==> src/rtl/reorder_buffer_pkg.sv <==
// Reorder buffer shared types: entry layout, busy-clear command, pointer widths.
// Also provides a helper that tests whether a row lies in the occupied head..tail window.
package reorder_buffer_pkg;
  localparam int WIDTH_BANK = 3;
  localparam int WIDTH_REG  = 7;
  localparam int WIDTH_BRM  = 4;
  localparam int DEPTH      = 2 ** WIDTH_BANK;

  localparam int W_VAL  = 1;
  localparam int W_BUSY = 1;
  localparam int W_UOP  = 7;
  localparam int W_IMM  = 32;

  localparam int OFS_BRM  = 0;
  localparam int OFS_PRD  = OFS_BRM + WIDTH_BRM;
  localparam int OFS_IMM  = OFS_PRD + WIDTH_REG;
  localparam int OFS_UOP  = OFS_IMM + W_IMM;
  localparam int OFS_BUSY = OFS_UOP + W_UOP;
  localparam int OFS_VAL  = OFS_BUSY + W_BUSY;

  localparam int WIDTH      = W_VAL + W_BUSY + W_UOP + W_IMM
                            + WIDTH_REG + WIDTH_BRM;
  localparam int WIDTH_BRST = 1 + WIDTH_BANK + 2;

  typedef logic [WIDTH_BANK-1:0] row_t;
  typedef logic [WIDTH_BANK:0]   cnt_t;

  typedef struct packed {
    logic                 val;
    logic                 busy;
    logic [W_UOP-1:0]     uop;
    logic [W_IMM-1:0]     imm;
    logic [WIDTH_REG-1:0] prd;
    logic [WIDTH_BRM-1:0] brm;
  } entry_t;

  typedef struct packed {
    logic       en;
    row_t       row;
    logic [1:0] col;
  } bclr_t;

  // Row r is occupied when its distance from head is below count.
  function automatic logic row_live(row_t r, row_t head, cnt_t count);
    row_t off;
    off = r - head;
    return {1'b0, off} < count;
  endfunction
endpackage

==> src/rtl/rob_ptr_ring.sv <==
// Head/tail/count bookkeeping for the reorder buffer ring.
// Ports: clk, rst_n, push, pop in; head, tail, count, full, empty out.
module rob_ptr_ring
  import reorder_buffer_pkg::*;
(
  input  logic clk,
  input  logic rst_n,
  input  logic push,
  input  logic pop,
  output row_t head,
  output row_t tail,
  output cnt_t count,
  output logic full,
  output logic empty
);
  always_ff @(posedge clk or negedge rst_n) begin
    if (!rst_n) begin
      head  <= '0;
      tail  <= '0;
      count <= '0;
    end else begin
      if (push) tail <= tail + 1'b1;
      if (pop)  head <= head + 1'b1;
      count <= count + cnt_t'(push) - cnt_t'(pop);
    end
  end

  assign full  = (count == cnt_t'(DEPTH));
  assign empty = (count == '0);
endmodule

==> src/rtl/reorder_buffer.sv <==
// Banked 4-wide reorder buffer: row dispatch, busy clear, branch kill, in-order commit.
// Ports: i_clk, i_rst_n, i_dis_*, i_kill, i_rst_busy0..3 in; o_dis_tag, o_com_* out.
module reorder_buffer
  import reorder_buffer_pkg::*;
(
  input  logic                   i_clk,
  input  logic                   i_rst_n,
  input  logic                   i_dis_we,
  input  logic [31:0]            i_dis_pc,
  input  logic [4*WIDTH-1:0]     i_dis_data4x,
  input  logic [WIDTH_BRM:0]     i_kill,
  input  logic [WIDTH_BRST-1:0]  i_rst_busy0,
  input  logic [WIDTH_BRST-1:0]  i_rst_busy1,
  input  logic [WIDTH_BRST-1:0]  i_rst_busy2,
  input  logic [WIDTH_BRST-1:0]  i_rst_busy3,
  output logic [WIDTH_BANK-1:0]  o_dis_tag,
  output logic [4*WIDTH_REG-1:0] o_com_prd4x,
  output logic                   o_com_en
);
  row_t   head, tail;
  cnt_t   count;
  logic   full, empty, push, com_en;
  entry_t din [4];
  bclr_t  bc  [4];

  logic [3:0]           val_q  [DEPTH];
  logic [3:0]           busy_q [DEPTH];
  logic [3:0]           val_d  [DEPTH];
  logic [3:0]           busy_d [DEPTH];
  logic [WIDTH_REG-1:0] prd_q  [DEPTH][4];
  logic [WIDTH_BRM-1:0] brm_q  [DEPTH][4];
  logic [W_UOP-1:0]     uop_q  [DEPTH][4];
  logic [W_IMM-1:0]     imm_q  [DEPTH][4];
  logic [31:0]          pc_q   [DEPTH];

  rob_ptr_ring u_ring (
    .clk   (i_clk),
    .rst_n (i_rst_n),
    .push  (push),
    .pop   (com_en),
    .head  (head),
    .tail  (tail),
    .count (count),
    .full  (full),
    .empty (empty)
  );

  assign push      = i_dis_we & ~full;
  assign o_dis_tag = tail;
  assign o_com_en  = com_en;

  always_comb begin
    for (int c = 0; c < 4; c++)
      din[c] = i_dis_data4x[c*WIDTH +: WIDTH];
    bc[0] = i_rst_busy0;
    bc[1] = i_rst_busy1;
    bc[2] = i_rst_busy2;
    bc[3] = i_rst_busy3;
  end

  always_comb begin
    com_en      = ~empty;
    o_com_prd4x = '0;
    for (int c = 0; c < 4; c++)
      if (val_q[head][c] && busy_q[head][c]) com_en = 1'b0;
    for (int c = 0; c < 4; c++)
      if (com_en && val_q[head][c])
        o_com_prd4x[c*WIDTH_REG +: WIDTH_REG] = prd_q[head][c];
  end

  always_comb begin
    logic live;
    live = 1'b0;
    for (int r = 0; r < DEPTH; r++) begin
      val_d[r]  = val_q[r];
      busy_d[r] = busy_q[r];
      live      = row_live(row_t'(r), head, count);
      for (int c = 0; c < 4; c++) begin
        if (live) begin
          if (i_kill[WIDTH_BRM] &&
              |(brm_q[r][c] & i_kill[WIDTH_BRM-1:0]))
            val_d[r][c] = 1'b0;
          for (int k = 0; k < 4; k++)
            if (bc[k].en && bc[k].row == row_t'(r) &&
                bc[k].col == 2'(c))
              busy_d[r][c] = 1'b0;
        end
      end
      if (com_en && row_t'(r) == head) val_d[r] = '0;
      // Tail row is unoccupied, so this overrides nothing live.
      if (push && row_t'(r) == tail)
        for (int c = 0; c < 4; c++) begin
          val_d[r][c]  = din[c].val;
          busy_d[r][c] = din[c].busy;
        end
    end
  end

  always_ff @(posedge i_clk or negedge i_rst_n) begin
    if (!i_rst_n) begin
      for (int r = 0; r < DEPTH; r++) begin
        val_q[r]  <= '0;
        busy_q[r] <= '0;
      end
    end else begin
      for (int r = 0; r < DEPTH; r++) begin
        val_q[r]  <= val_d[r];
        busy_q[r] <= busy_d[r];
      end
    end
  end

  always_ff @(posedge i_clk) begin
    if (push) begin
      pc_q[tail] <= i_dis_pc;
      for (int c = 0; c < 4; c++) begin
        prd_q[tail][c] <= din[c].prd;
        brm_q[tail][c] <= din[c].brm;
        uop_q[tail][c] <= din[c].uop;
        imm_q[tail][c] <= din[c].imm;
      end
    end
  end
endmodule

==> config.mk <==
export PLATFORM = sky130hd
export DESIGN_NAME = reorder_buffer
export DESIGN_NICKNAME = d
export VERILOG_FILES = /design/src/rtl/reorder_buffer_pkg.sv /design/src/rtl/rob_ptr_ring.sv /design/src/rtl/reorder_buffer.sv
export SDC_FILE = /design/constraint.sdc
export NUM_CORES = 1
export LEC_CHECK = 0
export BUFFER_PORTS_ARGS = -buffer_cell sky130_fd_sc_hd__buf_2
export CORE_MARGIN = 10
export CORE_UTILIZATION = 25
export DETAILED_ROUTE_END_ITERATION = 7
export GPL_TIMING_DRIVEN = 0
export REMOVE_ABC_BUFFERS = 1
export SYNTH_ARGS = -nofsm -noshare
export SYNTH_HDL_FRONTEND = slang
export SYNTH_SLANG_ARGS = --single-unit
==> constraint.sdc <==
create_clock -name i_clk -period 7 [get_ports i_clk]
set_clock_uncertainty 0.05 [all_clocks]
set_input_delay 0 -clock i_clk [delete_from_list [all_inputs] [get_ports i_clk]]
set_output_delay 0 -clock i_clk [all_outputs]
set_load 0.01 [all_outputs]
==> flow_summary_export.csv, run 1 <==
group,metric,value,unit
routing,drtPass1Iterations,7,
logic_synthesis,seq_area_frac_synth,66.4,%
cts,cts.sinks,426,
placed_design,place.gp.congestion,0.821,
job,drv_cap,0,
timing,max_freq,214,MHz
timing,rsz0062_at_grt,"false",
logic_synthesis,synthMuxAreaShare,8.69,%
worst_setup_path,r2r_start,"u_ring.count[3]",
die,die_h,294,µm
die,fp.dieW,294,µm
min_path,hold_class,"primary input to register",
final_layout,drive_gt1_share,23.8,%
global_route,grt_first_pass_wirelength,80.7,mm
logic_synthesis,synth_compound_area_share,13.0,%
routing,drc_errors,0,
die,initial_core_util,25.2,%
die,core_area,74300,µm²
logic_synthesis,synth_edf_count,352,
worst_setup_path,cp_data_required_time,7.40,ns
timing,maxSlewHeadroom,26.2,%
timing,hold_violations,0,
cts,cts_tree,"done",
logic_synthesis,synth_warnings,0,
routing,wirelength,53.7,mm
cts,path_clk_slew,0.06,ns
logic_synthesis,netlist_area,18700,µm²
die,ioPinCount,304,
worst_setup_path,cp-endpoint,"u_ring.count[2]",
logic_synthesis,synth.distinct_cells,52,
cts,root_buffer,"clkbuf_16",
logic_synthesis,synthTopCellsByArea,"edfxtp_1 (57%), dfrtp_1 (9.9%), mux4_2 (8.5%)",
placed_design,hpwl,35.7,mm
worst_setup_path,worstSetupEndpointType,"register",
cts,postCtsSetupBuffers,0,
worst_setup_path,path_class,"register to register",
die,die_area,86200,µm²
logic_synthesis,synth_top_area_share,56.5,%
routing,antenna_left,0,
final_layout,layout.nets,1727,
global_route,antenna_found_initial,11,
timing,tightest_slew,1.11,ns
final_layout,final_cells,2427,
timing,post-route-min-period,4.67,ns
cts,cts.htree.levels,2,
cts,clockBufferDepth,3,
cts,cts_buffers,47,
die,num_rows,100,
global_route,gr-total-overflow,0,
pwr,power_per_cell_area,394,nW/µm²
routing,avgRoutedWirePerCell,22.1,µm
worst_setup_path,r2r.worst_path.cells,14,
logic_synthesis,synth_top_area_cell,"edfxtp_1",
global_route,grt_max_degree,43,
logic_synthesis,ys_ff_latch,426,
worst_setup_path,ff2ff_setup_slack,2.33,ns
placed_design,io_buffers,115,
timing,slew_violations,0,
final_layout,design_area,22900,µm²
logic_synthesis,avgSynthCellArea,15.1,µm²
global_route,groute.usage.overall,12.2,%
final_layout,fin_util,30.8,%
worst_setup_path,cp_max_fo,26,
logic_synthesis,synthSimpleGateAreaFrac,6.73,%
routing,detail_route.vias_per_cell,4.96,
logic_synthesis,synth_xor_area_share,0.187,%
timing,period_share,66.8,%
worst_setup_path,reg2reg_to,"u_ring.count[2]",
routing,vias,12000,
worst_setup_path,critPathLaunchType,"register",
final_layout,area_growth,22.2,%
logic_synthesis,ys_async_sr_fraction,17.4,%
worst_setup_path,arrival,5.07,ns
pwr,leakagePower,7.84,nW
timing,layout_setup_ws,2.33,ns
placed_design,placed_area,20700,µm²
placed_design,pre_cts_slack,2.38,ns
logic_synthesis,synth_top_family_by_area,"compound AO/OA/AOI/OAI gates",
pwr,peakVddDrop,0.257,mV
logic_synthesis,synth_ff_type,"edfxtp_1",
run_status,status,"finished, final reports clean",
timing,setup_viol,0,
routing,drt_iter0_drc,1292,
worst_setup_path,crit_start,"u_ring.count[3]",
placed_design,dp.cells,2286,
cts,clock_latency,0.58,ns
logic_synthesis,synthAdderAreaFrac,2.25,%
logic_synthesis,syn_inst,1237,
global_route,grt_pass1_vias,12300,
-- metrics by stage --
stage          power [mW]  setup TNS, ns  hold slack [ns]
2_1_floorplan        5.30              0           -0.346
3_3_place_gp         6.43        -184.53            0.211
3_5_place_dp         6.53              0          -0.0454
4_1_cts              9.09              0           0.0645
5_1_grt              9.48              0            0.131
6_report             9.01              0           0.0997
-- state kept, by name, indices dropped and copies added (netlist names) --
name and cells:
prd_q 224, u_ring.count 4, u_ring.head 3, brm_q 128, busy_q 32, val_q 32
u_ring.tail 3
-- power by group --
part,leakage [nW],internal (mW),switching (mW)
clock,0.742,1.50,1.01
combinational,2.93,1.12,1.81
sequential,4.16,3.24,0.329
total,7.84,5.86,3.15
-- worst min-delay path by stage --
stage | startpoint | end | cells past startpoint
global placement | i_dis_data4x[165] | prd_q[1][5] | 1
detailed placement | i_rst_n | busy_q[25] | 1
floorplan | i_rst_n | busy_q[0] | 0
global route | i_rst_busy3[0] | busy_q[20] | 5
finish | i_rst_busy3[0] | busy_q[28] | 5
CTS | i_rst_busy3[1] | busy_q[2] | 6
-- layout make-up --
type	instances	area (µm²)
Antenna cell	3	7.51
Clock buffer	58	1260
Clock inverter	24	297
Fill cell	7411	51500
Inverter	54	203
Multi-Input combinational cell	694	5840
Sequential cell	426	12400
Tap cell	969	1210
Timing Repair Buffer	199	1610
-- Yosys cell counts, types with 8 or more instances --
library cell  number
nor2b_1            8
o22ai_1           39
nor3_1            10
a21oi_2           28
nand2b_1          12
ha_1              32
nand2_1           87
nand3_1           58
nor2_1            12
nand4b_1           8
o21ai_0           67
and2_1             8
dfrtp_1           74
buf_2             10
o31ai_1           36
nor3b_1           12
a22o_1            49
a221oi_1          21
inv_1             52
a21oi_1           43
a22oi_1           32
clkbuf_1          38
mux4_2            71
edfxtp_1         352
-- what timing repair did --
item,in CTS,in global routing
resized for setup,0,0
hold endpoints to repair,494,0
hold buffers,56,0
endpoints found under the setup margin,0,0
-- metal layers --
| metal | global-route usage, % | up-vias | share of wire [%] | wire, µm |
|---|---|---|---|---|
| li1 | - | 5339 | - | - |
| met2 | 19.8 | 450 | 47 | 25300 |
| met5 | 0 | - | 0.13 | 69 |
| met1 | 16.1 | 6145 | 43 | 23100 |
| met4 | 3.42 | 12 | 2.1 | 1120 |
| met3 | 2.96 | 101 | 7.4 | 3990 |
-- worst max-delay path: stages (launching register included) --
cell,delay (ns)
dfrtp_1,0.49
clkinv_1,0.86
ha_1,0.53
nor3b_1,0.18
a211oi_2,0.23
nand3_2,0.20
and2_2,0.44
buf_12,0.27
inv_1,0.15
ha_1,0.26
inv_1,0.06
ha_1,0.17
inv_1,0.07
fa_1,0.41
xnor2_1,0.15
-- cell families (layout without fill, tap and decap cells) --
logic type / after synthesis / in the layout
muxes: 72 / 72
adders and majority gates: 33 / 33
xor gates and xnor gates: 4 / 4
buffers and inverters: 117 / 335
other: 0 / 3
DFF: 426 / 426
and+or+nand+nor: 240 / 240
AOI/OAI and AO/OA: 345 / 345
-- placed cells by master (no fill, tap or decap), types with 8 or more instances in the layout --
| cell type | count |
|---|---|
| a22o_1 | 49 |
| o21ai_0 | 67 |
| a21oi_2 | 28 |
| buf_12 | 10 |
| a221oi_1 | 21 |
| nor3b_1 | 10 |
| o31ai_1 | 36 |
| nand3_1 | 58 |
| a21oi_1 | 43 |
| buf_2 | 114 |
| o22ai_1 | 39 |
| nand4b_1 | 8 |
| mux4_2 | 71 |
| nand2b_1 | 12 |
| nand2_1 | 87 |
| clkbuf_16 | 47 |
| dfrtp_1 | 71 |
| buf_6 | 14 |
| ha_1 | 32 |
| a22oi_1 | 32 |
| nor2b_1 | 8 |
| dlygate4sd3_1 | 55 |
| edfxtp_1 | 352 |
| inv_1 | 51 |
Power figures use the tool's default switching activity.
==> run 2, diff against run 1 <==
==> constraint.sdc (replaced) <==
create_clock -name i_clk -period 3.9 [get_ports i_clk]
set_clock_uncertainty 0.05 [all_clocks]
set_input_delay 0 -clock i_clk [delete_from_list [all_inputs] [get_ports i_clk]]
set_output_delay 0 -clock i_clk [all_outputs]
set_load 0.01 [all_outputs]
==> run 2 against run 1 <==
  * Cell count grew 0.58%
  * Hold slack gained 0.011 ns
  * Design area grew 0.75%
  * Non-clock buffer count grew 14
  * Core utilization grew 0.23 points
  * Die area is the same
  * Count of clock-buffer cells in the layout is the same
  * Power grew 82%
  * Worst setup slack lost 2.1 ns
==> flow_summary_export.csv, run 2 (same netlist as run 1, synthesis figures left out) <==
group,metric,value,unit
routing,dr_wl_met2,25.6,mm
pwr,peakVddDrop,0.455,mV
final_layout,regMostFlops,"prd_q",
min_path,hold_class,"primary input to register",
placed_design,pre_cts_slack,-0.717,ns
routing,wirelength,54.1,mm
final_layout,fin_util,31.0,%
cts,cts.sinks,426,
cts,cts_tree,"done",
global_route,groute.usage.overall,12.3,%
global_route,gr-total-overflow,0,
worst_setup_path,path_class,"register to register",
global_route,grt_max_degree,42,
worst_setup_path,ff2ff_setup_slack,0.20,ns
final_layout,final_cell_mix,"edfxtp_1 (352), buf_2 (114), nand2_1 (87)",
timing,rsz0062_at_grt,"false",
final_layout,fillCellCount,7396,
timing,maxSlewHeadroom,29.0,%
routing,wl_met1,23.3,mm
final_layout,top_regs,"prd_q: 224 flops, brm_q: 128 flops",
final_layout,drive_gt1_share,24.6,%
die,die_area,86200,µm²
cts,path_clk_slew,0.06,ns
worst_setup_path,worstSetupEndpointType,"register",
routing,drc_errors,0,
min_path,hold_end,"busy_q[28]",
timing,slew_violations,0,
worst_setup_path,reg2reg_to,"u_ring.count[2]",
placed_design,hpwl,35.7,mm
routing,avgRoutedWirePerCell,22.2,µm
cts,clockBufferDepth,3,
cts,root_buffer,"clkbuf_16",
global_route,antenna_found_initial,11,
final_layout,seqCellArea,12400,µm²
routing,dr_wl_met3,4.03,mm
cts,clock_latency,0.58,ns
timing,hold_violations,0,
job,drv_cap,0,
global_route,grt_first_pass_wirelength,81.1,mm
timing,max_freq,271,MHz
final_layout,layout.nets,1741,
routing,drtPass1Iterations,6,
worst_setup_path,critPathLaunchType,"register",
routing,drt_iter0_drc,1271,
run_status,status,"finished, final reports clean",
final_layout,area_growth,23.1,%
global_route,grt_pass1_vias,12400,
cts,cts.htree.levels,2,
final_layout,final_common_cell,"edfxtp_1",
die,num_rows,100,
min_path,whs_path_depth,5,
die,die_h,294,µm
min_path,min_from,"i_rst_busy3[0]",
pwr,leakagePower,7.93,nW
timing,setup_viol,0,
timing,tightest_slew,1.06,ns
routing,detail_route.vias_per_cell,4.94,
die,ioPinCount,304,
routing,highest_layer,"met5",
final_layout,largest_register_ffs,224,
placed_design,place.gp.congestion,0.821,
die,initial_core_util,25.2,%
worst_setup_path,arrival,4.09,ns
worst_setup_path,cp_max_fo,16,
worst_setup_path,r2r_start,"u_ring.head[0]",
worst_setup_path,crit_start,"u_ring.head[0]",
timing,layout_setup_ws,0.204,ns
die,core_area,74300,µm²
cts,cts_buffers,47,
routing,antenna_left,0,
timing,post-route-min-period,3.70,ns
timing,period_share,94.8,%
worst_setup_path,cp_data_required_time,4.29,ns
final_layout,multi_input_area,5840,µm²
placed_design,io_buffers,115,
worst_setup_path,r2r.worst_path.cells,14,
die,fp.dieW,294,µm
routing,vias,12100,
pwr,power_per_cell_area,712,nW/µm²
==> run 2: layout make-up <==
cell class	instances	area share (%)
flip-flops and latches	426	54.0
multi-input cells	694	25.4
repair buffers	213	7.70
clock buffers	58	5.46
well taps	969	5.26
clock inverters	24	1.29
inverters	54	0.913
diodes	3	0.0326
==> run 2: critical path, stage by stage, from the launching register on <==
cell      delay (ns)
dfrtp_4         0.56
buf_12          0.16
buf_4           0.14
mux4_2          0.45
a211oi_2        0.30
nand3_2         0.20
and2_4          0.25
buf_12          0.16
inv_1           0.16
ha_1            0.26
inv_1           0.06
ha_1            0.17
inv_1           0.07
fa_1            0.41
xnor2_1         0.15
==> run 2: worst max-delay path by stage <==
stage | to | slack (ns) | cells past startpoint
6_report | u_ring.count[2] | 0.20 | 14
5_1_grt | u_ring.count[2] | 0.02 | 13
3_5_place_dp | u_ring.count[2] | -0.72 | 14
4_1_cts | u_ring.count[2] | 0.05 | 14
3_3_place_gp | u_ring.count[2] | -5.66 | 11
2_1_floorplan | u_ring.count[2] | -2.62 | 11
==> run 2: repair_timing <==
action                                 4_1_cts  5_1_grt
pin swaps                                    0        1
endpoints found under the hold margin      494        0
setup buffers                                8        6
hold buffers                                56        0
setup endpoints to repair                   33        3
gates resized for setup                      4        0
==> run 2: metal layers <==
layer | GRT usage, % | vias up
met1 | 16.2 | 6126
met2 | 19.9 | 448
met5 | 0 | -
met4 | 3.49 | 12
li1 | - | 5366
met3 | 3.04 | 98
==> run 2: where the power goes <==
part           internal [mW]  switching (mW)
clock                   2.69            1.82
sequential              5.82           0.445
combinational           2.18            3.46
total                   10.7            5.72
==> run 2: through the flow <==
| stage | cells | instance area [µm²] | setup TNS [ns] | hold WS, ns | power (mW) |
|---|---|---|---|---|---|
| global placement | 2258 | 20200 | -1264.53 | 0.211 | 11.4 |
| global route | 2440 | 23000 | 0 | 0.131 | 17.2 |
| detailed placement | 2286 | 20700 | -2.19 | -0.0454 | 11.7 |
| floorplan | 1174 | 18400 | -174.54 | -0.346 | 9.52 |
| finish | 2441 | 23000 | 0 | 0.110 | 16.4 |
| CTS | 2432 | 23000 | 0 | 0.0635 | 16.5 |
